==> config.mk <==
export PLATFORM = sky130hd
export DESIGN_NAME = memtest_march_engine
export DESIGN_NICKNAME = d
export VERILOG_FILES = /design/src/rtl/memtest_pkg.sv /design/src/rtl/memtest_pattern_gen.sv /design/src/rtl/memtest_march_engine.sv
export SDC_FILE = /design/constraint.sdc
export NUM_CORES = 1
export LEC_CHECK = 0
export CORE_UTILIZATION = 25
export DETAILED_ROUTE_END_ITERATION = 8
export MAX_ROUTING_LAYER = met4
export PLACE_DENSITY_LB_ADDON = 0.05
export RECOVER_POWER = 100
export SYNTH_ARGS = -nofsm -noshare
export SYNTH_HDL_FRONTEND = slang
export SYNTH_SLANG_ARGS = --single-unit
==> constraint.sdc <==
create_clock -name i_clk -period 7.5 [get_ports i_clk]
set_clock_uncertainty 0.15 [all_clocks]
set_input_delay 1.125 -clock i_clk [delete_from_list [all_inputs] [get_ports i_clk]]
set_output_delay 1.125 -clock i_clk [all_outputs]
set_load 0.01 [all_outputs]
==> src/rtl/memtest_pkg.sv <==
// memtest_pkg: shared state and mode types for the march-style memory test engine.
package memtest_pkg;

  typedef enum logic [3:0] {
    ST_IDLE,
    ST_WR_PAT,
    ST_RD1_REQ,
    ST_RD1_WAIT,
    ST_WR_ANTI,
    ST_RD2_REQ,
    ST_RD2_WAIT,
    ST_DONE
  } state_t;

  typedef enum logic {
    MODE_FIXED = 1'b0,
    MODE_WALK  = 1'b1
  } mode_t;

endpackage

==> src/rtl/memtest_pattern_gen.sv <==
// memtest_pattern_gen: per-word test pattern, either a fixed value or a walking one
// that restarts at bit 0 on load and rotates left on each advance.
module memtest_pattern_gen
  import memtest_pkg::*;
#(
  parameter int DATUM_WIDTH = 8
) (
  input  logic                   i_clk,
  input  logic                   i_rst_n,
  input  logic                   load,
  input  logic                   advance,
  input  logic                   mode,
  input  logic [DATUM_WIDTH-1:0] fixed_pat,
  output logic [DATUM_WIDTH-1:0] pat
);

  localparam logic [DATUM_WIDTH-1:0] WALK_SEED = DATUM_WIDTH'(1);

  always_ff @(posedge i_clk) begin
    if (!i_rst_n) begin
      pat <= '0;
    end else if (load) begin
      pat <= (mode_t'(mode) == MODE_WALK) ? WALK_SEED : fixed_pat;
    end else if (advance && (mode_t'(mode) == MODE_WALK)) begin
      pat <= {pat[DATUM_WIDTH-2:0], pat[DATUM_WIDTH-1]};
    end
  end

endmodule

==> src/rtl/memtest_march_engine.sv <==
// memtest_march_engine: three-pass pattern/antipattern memory test with its own address,
// data and compare path. Define MEMTEST_ERR_COUNT_EN to count miscompares instead of aborting.
module memtest_march_engine
  import memtest_pkg::*;
#(
  parameter int DATUM_WIDTH   = 8,
  parameter int ADDR_WIDTH    = 16,
  parameter int ERR_CNT_WIDTH = 16
) (
  input  logic                     i_clk,
  input  logic                     i_rst_n,
  input  logic                     i_start,
  input  logic                     i_mode,
  input  logic [ADDR_WIDTH-1:0]    i_base_addr,
  input  logic [ADDR_WIDTH-1:0]    i_nwords,
  input  logic [DATUM_WIDTH-1:0]   i_pattern,
  output logic [ADDR_WIDTH-1:0]    o_mem_addr,
  output logic [DATUM_WIDTH-1:0]   o_mem_wdata,
  output logic                     o_mem_wr_valid,
  input  logic                     i_mem_wr_ready,
  output logic                     o_mem_rd_valid,
  input  logic                     i_mem_rd_ready,
  input  logic                     i_mem_rdata_valid,
  input  logic [DATUM_WIDTH-1:0]   i_mem_rdata,
  output logic                     o_busy,
  output logic                     o_done,
  output logic                     o_error,
  output logic [ADDR_WIDTH-1:0]    o_err_addr,
  output logic [DATUM_WIDTH-1:0]   o_err_expected,
  output logic [DATUM_WIDTH-1:0]   o_err_actual,
  output logic [ERR_CNT_WIDTH-1:0] o_err_count
);

  localparam logic [ADDR_WIDTH-1:0] ADDR_ONE = ADDR_WIDTH'(1);
`ifdef MEMTEST_ERR_COUNT_EN
  localparam bit ABORT_ON_ERR = 1'b0;
`else
  localparam bit ABORT_ON_ERR = 1'b1;
`endif

  state_t                 state_q;
  mode_t                  mode_q;
  logic [DATUM_WIDTH-1:0] pattern_q, pat, exp_data, gen_fixed;
  logic [ADDR_WIDTH-1:0]  base_q, nwords_q, offset_q;
  logic                   wr_hs, rd_hs, last_word, cmp_en, miscmp;
  logic                   pg_load, pg_advance, gen_mode;

  assign wr_hs     = o_mem_wr_valid & i_mem_wr_ready;
  assign rd_hs     = o_mem_rd_valid & i_mem_rd_ready;
  assign last_word = (offset_q == nwords_q - ADDR_ONE);
  assign exp_data  = (state_q == ST_RD2_WAIT) ? ~pat : pat;
  assign cmp_en    = i_mem_rdata_valid & ((state_q == ST_RD1_WAIT) | (state_q == ST_RD2_WAIT));
  assign miscmp    = cmp_en & (i_mem_rdata != exp_data);

  // The start-cycle load must see the live inputs; later pass loads use the latched copies.
  assign gen_mode  = (state_q == ST_IDLE) ? i_mode : logic'(mode_q);
  assign gen_fixed = (state_q == ST_IDLE) ? i_pattern : pattern_q;

  always_comb begin
    pg_load    = 1'b0;
    pg_advance = 1'b0;
    case (state_q)
      ST_IDLE: pg_load = i_start;
      ST_WR_PAT, ST_WR_ANTI: begin
        pg_load    = wr_hs & last_word;
        pg_advance = wr_hs & ~last_word;
      end
      ST_RD2_WAIT: pg_advance = cmp_en;
      default: ;
    endcase
  end

  memtest_pattern_gen #(
    .DATUM_WIDTH(DATUM_WIDTH)
  ) u_pattern_gen (
    .i_clk    (i_clk),
    .i_rst_n  (i_rst_n),
    .load     (pg_load),
    .advance  (pg_advance),
    .mode     (gen_mode),
    .fixed_pat(gen_fixed),
    .pat      (pat)
  );

  always_comb begin
    case (state_q)
      ST_WR_PAT:  o_mem_wdata = pat;
      ST_WR_ANTI: o_mem_wdata = ~pat;
      default:    o_mem_wdata = '0;
    endcase
  end

  always_ff @(posedge i_clk) begin
    if (!i_rst_n) begin
      state_q        <= ST_IDLE;
      mode_q         <= MODE_FIXED;
      pattern_q      <= '0;
      base_q         <= '0;
      nwords_q       <= '0;
      offset_q       <= '0;
      o_mem_addr     <= '0;
      o_mem_wr_valid <= 1'b0;
      o_mem_rd_valid <= 1'b0;
      o_busy         <= 1'b0;
      o_done         <= 1'b0;
      o_error        <= 1'b0;
      o_err_addr     <= '0;
      o_err_expected <= '0;
      o_err_actual   <= '0;
    end else begin
      o_done <= 1'b0;
      case (state_q)
        ST_IDLE: begin
          if (i_start) begin
            base_q         <= i_base_addr;
            nwords_q       <= i_nwords;
            mode_q         <= mode_t'(i_mode);
            pattern_q      <= i_pattern;
            offset_q       <= '0;
            o_mem_addr     <= i_base_addr;
            o_error        <= 1'b0;
            o_err_addr     <= '0;
            o_err_expected <= '0;
            o_err_actual   <= '0;
            if (i_nwords == '0) begin
              state_q <= ST_DONE;
              o_done  <= 1'b1;
            end else begin
              state_q        <= ST_WR_PAT;
              o_busy         <= 1'b1;
              o_mem_wr_valid <= 1'b1;
            end
          end
        end
        ST_WR_PAT: begin
          if (wr_hs) begin
            if (last_word) begin
              offset_q       <= '0;
              o_mem_addr     <= base_q;
              o_mem_wr_valid <= 1'b0;
              o_mem_rd_valid <= 1'b1;
              state_q        <= ST_RD1_REQ;
            end else begin
              offset_q   <= offset_q + ADDR_ONE;
              o_mem_addr <= o_mem_addr + ADDR_ONE;
            end
          end
        end
        ST_RD1_REQ, ST_RD2_REQ: begin
          if (rd_hs) begin
            o_mem_rd_valid <= 1'b0;
            state_q        <= (state_q == ST_RD1_REQ) ? ST_RD1_WAIT : ST_RD2_WAIT;
          end
        end
        ST_RD1_WAIT: begin
          if (cmp_en) begin
            if (miscmp && ABORT_ON_ERR) begin
              state_q <= ST_DONE;
              o_done  <= 1'b1;
              o_busy  <= 1'b0;
            end else begin
              state_q        <= ST_WR_ANTI;
              o_mem_wr_valid <= 1'b1;
            end
          end
        end
        ST_WR_ANTI: begin
          if (wr_hs) begin
            o_mem_wr_valid <= 1'b0;
            o_mem_rd_valid <= 1'b1;
            if (last_word) begin
              offset_q   <= '0;
              o_mem_addr <= base_q;
              state_q    <= ST_RD2_REQ;
            end else begin
              offset_q   <= offset_q + ADDR_ONE;
              o_mem_addr <= o_mem_addr + ADDR_ONE;
              state_q    <= ST_RD1_REQ;
            end
          end
        end
        ST_RD2_WAIT: begin
          if (cmp_en) begin
            if ((miscmp && ABORT_ON_ERR) || last_word) begin
              state_q <= ST_DONE;
              o_done  <= 1'b1;
              o_busy  <= 1'b0;
            end else begin
              offset_q       <= offset_q + ADDR_ONE;
              o_mem_addr     <= o_mem_addr + ADDR_ONE;
              o_mem_rd_valid <= 1'b1;
              state_q        <= ST_RD2_REQ;
            end
          end
        end
        ST_DONE: state_q <= ST_IDLE;
        default: state_q <= ST_IDLE;
      endcase

      // Only the first miscompare of a run is kept; the flag stays until the next start.
      if (miscmp) begin
        o_error <= 1'b1;
        if (!o_error) begin
          o_err_addr     <= o_mem_addr;
          o_err_expected <= exp_data;
          o_err_actual   <= i_mem_rdata;
        end
      end
    end
  end

`ifdef MEMTEST_ERR_COUNT_EN
  always_ff @(posedge i_clk) begin
    if (!i_rst_n) begin
      o_err_count <= '0;
    end else if ((state_q == ST_IDLE) && i_start) begin
      o_err_count <= '0;
    end else if (miscmp && (o_err_count != {ERR_CNT_WIDTH{1'b1}})) begin
      o_err_count <= o_err_count + ERR_CNT_WIDTH'(1);
    end
  end
`else
  assign o_err_count = '0;
`endif

endmodule
==> metrics.md, run 1 <==
| Metric | Value |
|---|---|
| Cell variety after synth | `70` |
| Dominant synthesized flop cell | `dfxtp_1` |
| Number of synthesized flops with an enable pin | `0` |
| Tcrit/Tclk final | `between 70% and 80%` |
| Fin worst setup slack | `roughly 2200 ps` |
| Fillers | `around 2900` |
| Startpoint Class | `register` |
| Failing checks | `capacitance limit, slew limit` |
| Post-route antenna net violation count | `0` |
| Maximum vdd drop | `between 0.1 and 0.15 mV` |
| Total power draw | `2.88 mW` |
| Unrepaired setup endpoints after global routing | `no` |
| Total Routed Length | `about 24000 um` |
| CP required | `approximately 7600 ps` |
| Pwr per Cell Area | `~320 mW/mm^2` |
| TritonCTS buffer count | `17` |
| CP top delay family | `simple AND/OR/NAND/NOR gates` |
| Total track usage | `17.8%` |
| Top-area cell type share of the netlist area | `roughly a third` |
| Worst-path clk slew | `about 60 ps` |
| Syn Area/Cell | `approximately 7.4 sq um` |
| Die H | `169 um` |
| Vias in the first global route | `6610` |
| Warnings from Yosys | `0` |
| Cts repair resizes | `0` |
| Clock sink count | `about 120` |
| Worst relative slew slack | `-54.7%` |
| Final TNS setup | `0 ps` |
| Arrival time at the worst endpoint | `roughly 5300 ps` |
| Final setup violation count | `0` |
| Port buffer count | `roughly 120` |
| Crit path kind | `reg2reg` |
| Die X | `between 150 and 200 um` |
| Reg2Reg Depth | `9` |
| Post-synth design cell area | `between 0.007 and 0.008 sq mm` |
| CP Depth | `9` |
| Footprint of the multi-input gates | `about 0.0041 sq mm` |
| Final Hold Violating Endpoints | `0` |
| Post-Synthesis Cells | `approximately 940` |
| Crit path max fanout | `55` |
| Grt ovf | `0` |
| Critical-path top delay cell | `a2111oi_0` |
| Post-CTS setup buffers | `0` |
| Cells on Worst Hold Path | `2` |
| Drt pass-1 iters | `5` |
| Outcome | `finished with violations` |
| Die area | `about 0.029 sq mm` |
| Leak | `around 3.2 nW` |
| Wire per inst | `~17 um` |
| # IOs | `between 100 and 150` |
| Placeable Area | `~0.027 sq mm` |
| Root Driver | `clkbuf_16` |
| Diode count | `0` |
| Placed cell count | `roughly 1400` |
| Final Max Tran Viols | `between 150 and 200` |
| CP endpoint kind | `register` |
| Worst Hold End | `pattern_q[5]$_SDFFE_PN0P_` |
| Initial Util | `roughly 26%` |
| Hold path startpoint | `pattern_q[5]$_SDFFE_PN0P_` |
| Largest net degree at the start of global routing | `between 60 and 70` |
| Via count | `7001` |
| Fraction of registers with async set/reset | `0%` |
| Reg2reg end | `o_mem_addr[4]$_SDFFE_PN0P_` |
| Worst-margin pin slew | `about 2300 ps` |
| Nets@finish | `1071` |
| Crit Reg-Reg Startpoint | `state_q[2]$_SDFFE_PN0P_` |
| Critical path's largest stage delay | `around 900 ps` |
| Rows | `60` |
| Hpwl dp | `16700 um` |
| Post-Layout Cell Count | `around 1400` |
| Register area share after synthesis | `~35%` |
| Min Tclk post-route | `~5300 ps` |
| Top cells by count, synth | `182 x nand2_1, 121 x dfxtp_1, 120 x a21oi_1` |
| Initial antenna violation count | `0` |
| Max Cap Viol | `5` |
| Layout area overhead | `27.9%` |
| #FFs+latches synth | `121` |
| Crit path buffers/inverters | `1` |
| FF+latch area | `roughly 0.0024 sq mm` |
| Max Fclk | `about 0.19 GHz` |
| Gp weighted congestion | `0.774` |
| First-pass GRT wire length | `just under 40000 um` |
| TritonCTS clock tree | `done` |
| Final core utilization | `32.9%` |
| Cell taking the most area after synthesis | `dfxtp_1` |
| Share of cells above drive strength 1 | `a little over 6%` |
| Reg2Reg Setup Slack | `roughly 2200 ps` |
| Max H-tree Level | `4` |
| CP Cell Sequence | `nand3b_1, or4_1, mux2i_1, nand3_1, a31oi_1, o21ai_4, clkbuf_1, a2111oi_0, a211oi_1` |
| Cts-stage hold buffer count | `0` |
| Initial DRC Count | `between 500 and 600` |
| Clock buffer depth | `2` |
| Hold Crit Class | `reg2reg` |
| Top-count cell post-synth | `nand2_1` |
| DRC viols | `0` |
| Dpl ws | `3020 ps` |
| Area contributors post-synth | `dfxtp_1 35%, nand2_1 9.7%, a21oi_1 8.6%` |
| Vias per cell | `about 5.0` |
| Clock latency on the worst-skew pair | `roughly 420 ps` |
==> kinds of logic after synthesis <==
| group | share of synthesized area [%] |
|---|---|
| simple gates | 30.7 |
| compound gates | 21.1 |
| fa+ha+maj | 0.536 |
| mux | 1.29 |
| flops | 34.6 |
| other cells | 0.0535 |
| buf+inv | 6.87 |
| xor+xnor | 4.82 |
==> per-layer routing <==
metal	global-route usage, %	vias up	wire length [um]
met5	-	-	0
met4	5.17	0	374
met3	3.17	25	958
met2	27.7	176	11200
met1	23.6	3302	11700
li1	-	3498	-
==> how the worst max path moves through the flow <==
stage | start | to
floorplan | i_mem_rdata[4] | offset_q[10]$_SDFFE_PN0P_
global placement | i_mem_rdata[4] | o_mem_addr[2]$_SDFFE_PN0P_
detailed placement | i_mem_rdata[4] | o_mem_addr[14]$_SDFFE_PN0P_
CTS | state_q[2]$_SDFFE_PN0P_ | o_mem_addr[15]$_SDFFE_PN0P_
global route | nwords_q[0]$_SDFFE_PN0P_ | o_mem_addr[4]$_SDFFE_PN0P_
finish | state_q[2]$_SDFFE_PN0P_ | o_mem_addr[4]$_SDFFE_PN0P_
==> power by group <==
group	switching, mW	internal (mW)	total, mW
logic	0.688	0.384	1.07
registers	0.138	0.739	0.878
clock network	0.331	0.602	0.934
total	1.16	1.73	2.88
==> final cells by class <==
cell class,instances,area share [%]
inverter,10,0.433
multi-input combinational,733,46.0
clock buffer,19,4.94
sequential,121,27.0
clock inverter,13,2.43
timing repair buffer,130,14.0
tap,372,5.19
==> metrics by stage <==
step	cell area, sq um	hold WS, ps
after floorplan	7060	286
after global placement	8370	293
after detailed placement	8370	297
after CTS	9030	306
after global routing	8960	322
final	8960	304
==> layout by cell type, fill, tap and decap left out, types with 5 or more instances in the layout <==
cell type,Yosys,routed
o31ai_1,6,6
clkbuf_16,0,17
nor2b_1,5,5
xor2_1,13,13
mux2i_1,9,9
o211ai_1,13,13
nand2_1,182,182
a211oi_1,6,6
dlygate4sd3_1,0,62
nor2_1,45,44
nor4_1,12,13
and2_1,6,6
conb_1,1,16
nand3_1,72,72
clkdlybuf4s50_1,0,53
o22a_1,9,9
a31oi_1,5,6
nor3_1,24,22
a211o_1,9,9
nand4_1,31,31
buf_4,21,12
and3_1,8,8
bufinv_16,0,5
or3_1,16,16
o21ai_0,24,26
a21oi_1,120,120
xnor2_1,23,23
or4_1,7,7
clkinv_4,0,5
inv_1,8,8
dfxtp_1,121,121
==> sequential cells by signal (all words and copies together), names as in the netlist <==
signal and cells:
o_mem_addr 16, o_err_expected 8, base_q 16, o_done 1, o_mem_rd_valid 1, o_busy 1
nwords_q 16, pattern_q 8, o_err_addr 16, offset_q 16, o_error 1, mode_q 1
u_pattern_gen.pat 8, o_err_actual 8, o_mem_wr_valid 1, state_q 3
==> tightest hold or removal path: stages, from the launching register on <==
cell and delay, ps:
dfxtp_1 310, nand2_1 50, a21oi_1 50
Power figures use the tool's default switching activity.
==> run 2: changes to the inputs <==
- clock period: 7.5 -> 4.4 ns (I/O delays scaled with it)
==> run 2 against run 1 <==
Effect of this change:
- setup slack got worse by 1900 ps
- combinational power increased by 77%
- global-route usage increased by 0.42 points
- first-iteration DRC count decreased by 31%
- utilization increased by 0.16 points
- the flow now finishes without violations
- via count increased by 0.77%
- die area unchanged
- flip-flop and latch count unchanged
- wire length increased by 3.0%
- cell area increased by 0.49%
- sequential power increased by 69%
- clock-buffer cell count increased by 5
==> metrics.md, run 2 (synthesized netlist as in run 1, its figures left out) <==
| Metric | Value |
|---|---|
| Outcome | `completed` |
| CP required | `4580 ps (-2980 ps)` |
| Drt pass-1 iters | `5 (unchanged)` |
| Cts repair resizes | `0 (unchanged)` |
| Gp weighted congestion | `0.772 (-0.28%)` |
| Fillers | `2960 (+1.9%)` |
| Worst-path clk slew | `60 ps (about the same)` |
| Grt ovf | `0 (unchanged)` |
| Post-CTS setup buffers | `0 (unchanged)` |
| Total track usage | `18.3% (+0.42 points)` |
| Nets@finish | `1084 (+1.2%)` |
| Initial Util | `25.7% (unchanged)` |
| Die H | `169 um (unchanged)` |
| Leak | `3.24 nW (+1.2%)` |
| Vias in the first global route | `6752 (+2.1%)` |
| Largest net degree at the start of global routing | `54 (-19%)` |
| Startpoint Class | `register` |
| Hpwl dp | `17500 um (+4.7%)` |
| Combinational Power Share | `39.4% (+2.2 points)` |
| CP most frequent cell | `a211oi_1` |
| Final Hold Violating Endpoints | `0 (unchanged)` |
| Cells on Worst Hold Path | `2 (unchanged)` |
| Max Cap Viol | `0 (-5)` |
| Initial DRC Count | `378 (-31%)` |
| Via count | `7055 (+0.77%)` |
| Pint | `2.86 mW (+66%)` |
| Cts-stage hold buffer count | `0 (unchanged)` |
| Wire per inst | `17.7 um (+2.1%)` |
| Port buffer count | `115 (unchanged)` |
| Net Sw Power | `1.94 mW (+68%)` |
| Placeable Area | `0.0273 sq mm (unchanged)` |
| Root Driver | `clkbuf_16` |
| Clock Power Share | `29.6% (-2.8 points)` |
| Tcrit/Tclk final | `91.5% (+21 points)` |
| Share of cells above drive strength 1 | `7.42% (+1.2 points)` |
| CP Cell Sequence | `inv_1, ha_1, or4b_1, nor4b_2, nor4_1, o221a_2, a31oi_1, o21ai_4, buf_4, a211oi_1, a211oi_1` |
| Placed cell count | `1379 (+0.95%)` |
| Crit path kind | `reg2reg` |
| Rows | `60 (unchanged)` |
| Vias per cell | `5.00 (about the same)` |
| TritonCTS buffer count | `17 (unchanged)` |
| Min Tclk post-route | `4020 ps (-1240 ps)` |
| Unrepaired setup endpoints after global routing | `no` |
| Die X | `169 um (unchanged)` |
| Pwr per Cell Area | `533 mW/mm^2 (+66%)` |
| WHS | `303 ps (-1.25 ps)` |
| Total Routed Length | `25000 um (+3.0%)` |
| Critical-path top delay cell | `nor4_1` |
| Reg2Reg Depth | `11 (+2)` |
| Diode count | `0 (unchanged)` |
| Layout area overhead | `28.5%` |
| Clock sink count | `121 (unchanged)` |
| Reg2Reg Setup Slack | `380 ps (-1860 ps)` |
| Flop pwr share | `30.9% (+0.5 points)` |
| Final setup violation count | `0 (unchanged)` |
| Worst-margin pin slew | `1390 ps (-932 ps)` |
| Crit path max fanout | `34 (-38%)` |
| Hold path startpoint | `pattern_q[1]$_SDFFE_PN0P_` |
| Most frequent cells in the layout | `182 x nand2_1, 121 x dfxtp_1, 120 x a21oi_1` |
| Post-route antenna net violation count | `0 (unchanged)` |
| Maximum vdd drop | `0.211 mV (+79%)` |
| Worst Hold End | `pattern_q[1]$_SDFFE_PN0P_` |
| Most common cell after layout, fill and taps aside | `nand2_1` |
| Clock buffer depth | `2 (unchanged)` |
| Clock latency on the worst-skew pair | `420 ps (about the same)` |
| Arrival time at the worst endpoint | `4200 ps (-1130 ps)` |
| First-pass GRT wire length | `39200 um (+1.9%)` |
| TritonCTS clock tree | `done` |
| CP endpoint kind | `register` |
| Final Max Tran Viols | `0 (-100%)` |
| Final TNS setup | `0 ps (unchanged)` |
| DRC viols | `0 (unchanged)` |
| Post-Layout Cell Count | `1410 (+0.86%)` |
| Switching portion of total power | `40.4% (+0.27 points)` |
| Max Fclk | `0.248 GHz (+31%)` |
| Hold Crit Class | `reg2reg` |
| Die area | `0.0287 sq mm (unchanged)` |
| Reg2reg end | `o_mem_addr[1]$_SDFFE_PN0P_` |
| Initial antenna violation count | `0 (unchanged)` |
| Critical path's largest stage delay | `740 ps (-180 ps)` |
| Crit Reg-Reg Startpoint | `nwords_q[0]$_SDFFE_PN0P_` |
| Max H-tree Level | `4 (unchanged)` |
| Worst relative slew slack | `7.18% (+62 points)` |
| Final core utilization | `33.1% (+0.16 points)` |
| # IOs | `132 (unchanged)` |
-- run 2: changes by cell type in the layout (fill, tap and decap cells not counted), moves of 2 or more --
cell,previous run,this run
clkbuf_8,1,5
o21ai_0,26,24
clkinv_4,5,0
buf_4,12,23
clkbuf_2,0,2
clkinv_2,1,4
bufinv_16,5,2
o21ai_1,0,2
-- run 2: worst max-delay path, delay by kind of cell (launching register included) --
family / cells / cell delay (ps)
compound gates: 5 / 1470
flops: 1 / 450
buf+inv: 2 / 470
fa+ha+maj: 1 / 290
simple gates: 3 / 1090
-- run 2: area by class of cell --
class / instances / area [sq um] / area share, %
clock inverter: 7 / 90.1 / 1.00
inverter: 10 / 38.8 / 0.431
sequential: 121 / 2420 / 26.9
multi-input combinational: 733 / 4130 / 45.8
tap: 372 / 465 / 5.17
clock buffer: 24 / 502 / 5.57
timing repair buffer: 143 / 1360 / 15.1
-- run 2: layer usage --
metal | vias to the layer above | wire [um] | GRT usage (%)
li1 | 3509 | - | -
met1 | 3380 | 12400 | 24.6
met2 | 151 | 11500 | 28.5
met3 | 15 | 890 | 3.06
met4 | 0 | 204 | 3.92
met5 | - | 0 | -
-- run 2: stage by stage --
step           total power, mW  setup slack, ps  instance area (sq um)
2_1_floorplan             2.74             1160                   7060
3_3_place_gp              3.49              530                   8480
3_5_place_dp              3.48              465                   8480
4_1_cts                   4.93              440                   9070
5_1_grt                   5.12              104                   9010
6_report                  4.80              376                   9010
-- run 2: power by group through the flow --
stage	Combinational [mW]	Clock, mW	Sequential [mW]
2_1_floorplan	1.31	0	1.43
3_3_place_gp	1.97	0	1.52
3_5_place_dp	1.96	0	1.52
4_1_cts	1.97	1.46	1.49
5_1_grt	2.09	1.51	1.52
6_report	1.89	1.42	1.48
-- run 2: worst max-delay path by stage --
stage,startpoint,to,slack (ps),cells after the start
2_1_floorplan,nwords_q[0]$_SDFFE_PN0P_,o_mem_addr[4]$_SDFFE_PN0P_,1160,12
3_3_place_gp,nwords_q[0]$_SDFFE_PN0P_,o_mem_addr[12]$_SDFFE_PN0P_,530,11
3_5_place_dp,nwords_q[0]$_SDFFE_PN0P_,o_mem_addr[12]$_SDFFE_PN0P_,470,11
4_1_cts,nwords_q[0]$_SDFFE_PN0P_,o_mem_addr[1]$_SDFFE_PN0P_,440,11
5_1_grt,nwords_q[0]$_SDFFE_PN0P_,o_mem_addr[12]$_SDFFE_PN0P_,100,11
6_report,nwords_q[0]$_SDFFE_PN0P_,o_mem_addr[1]$_SDFFE_PN0P_,380,11
==> run 3: changes to the inputs <==
- CTS_CLUSTER_SIZE: unset -> 24
- SKIP_LAST_GASP: unset -> 1
- SLEW_MARGIN: unset -> 10
==> results of run 3 <==
The final DEF is identical to that of run 2; final timing and power are the same.
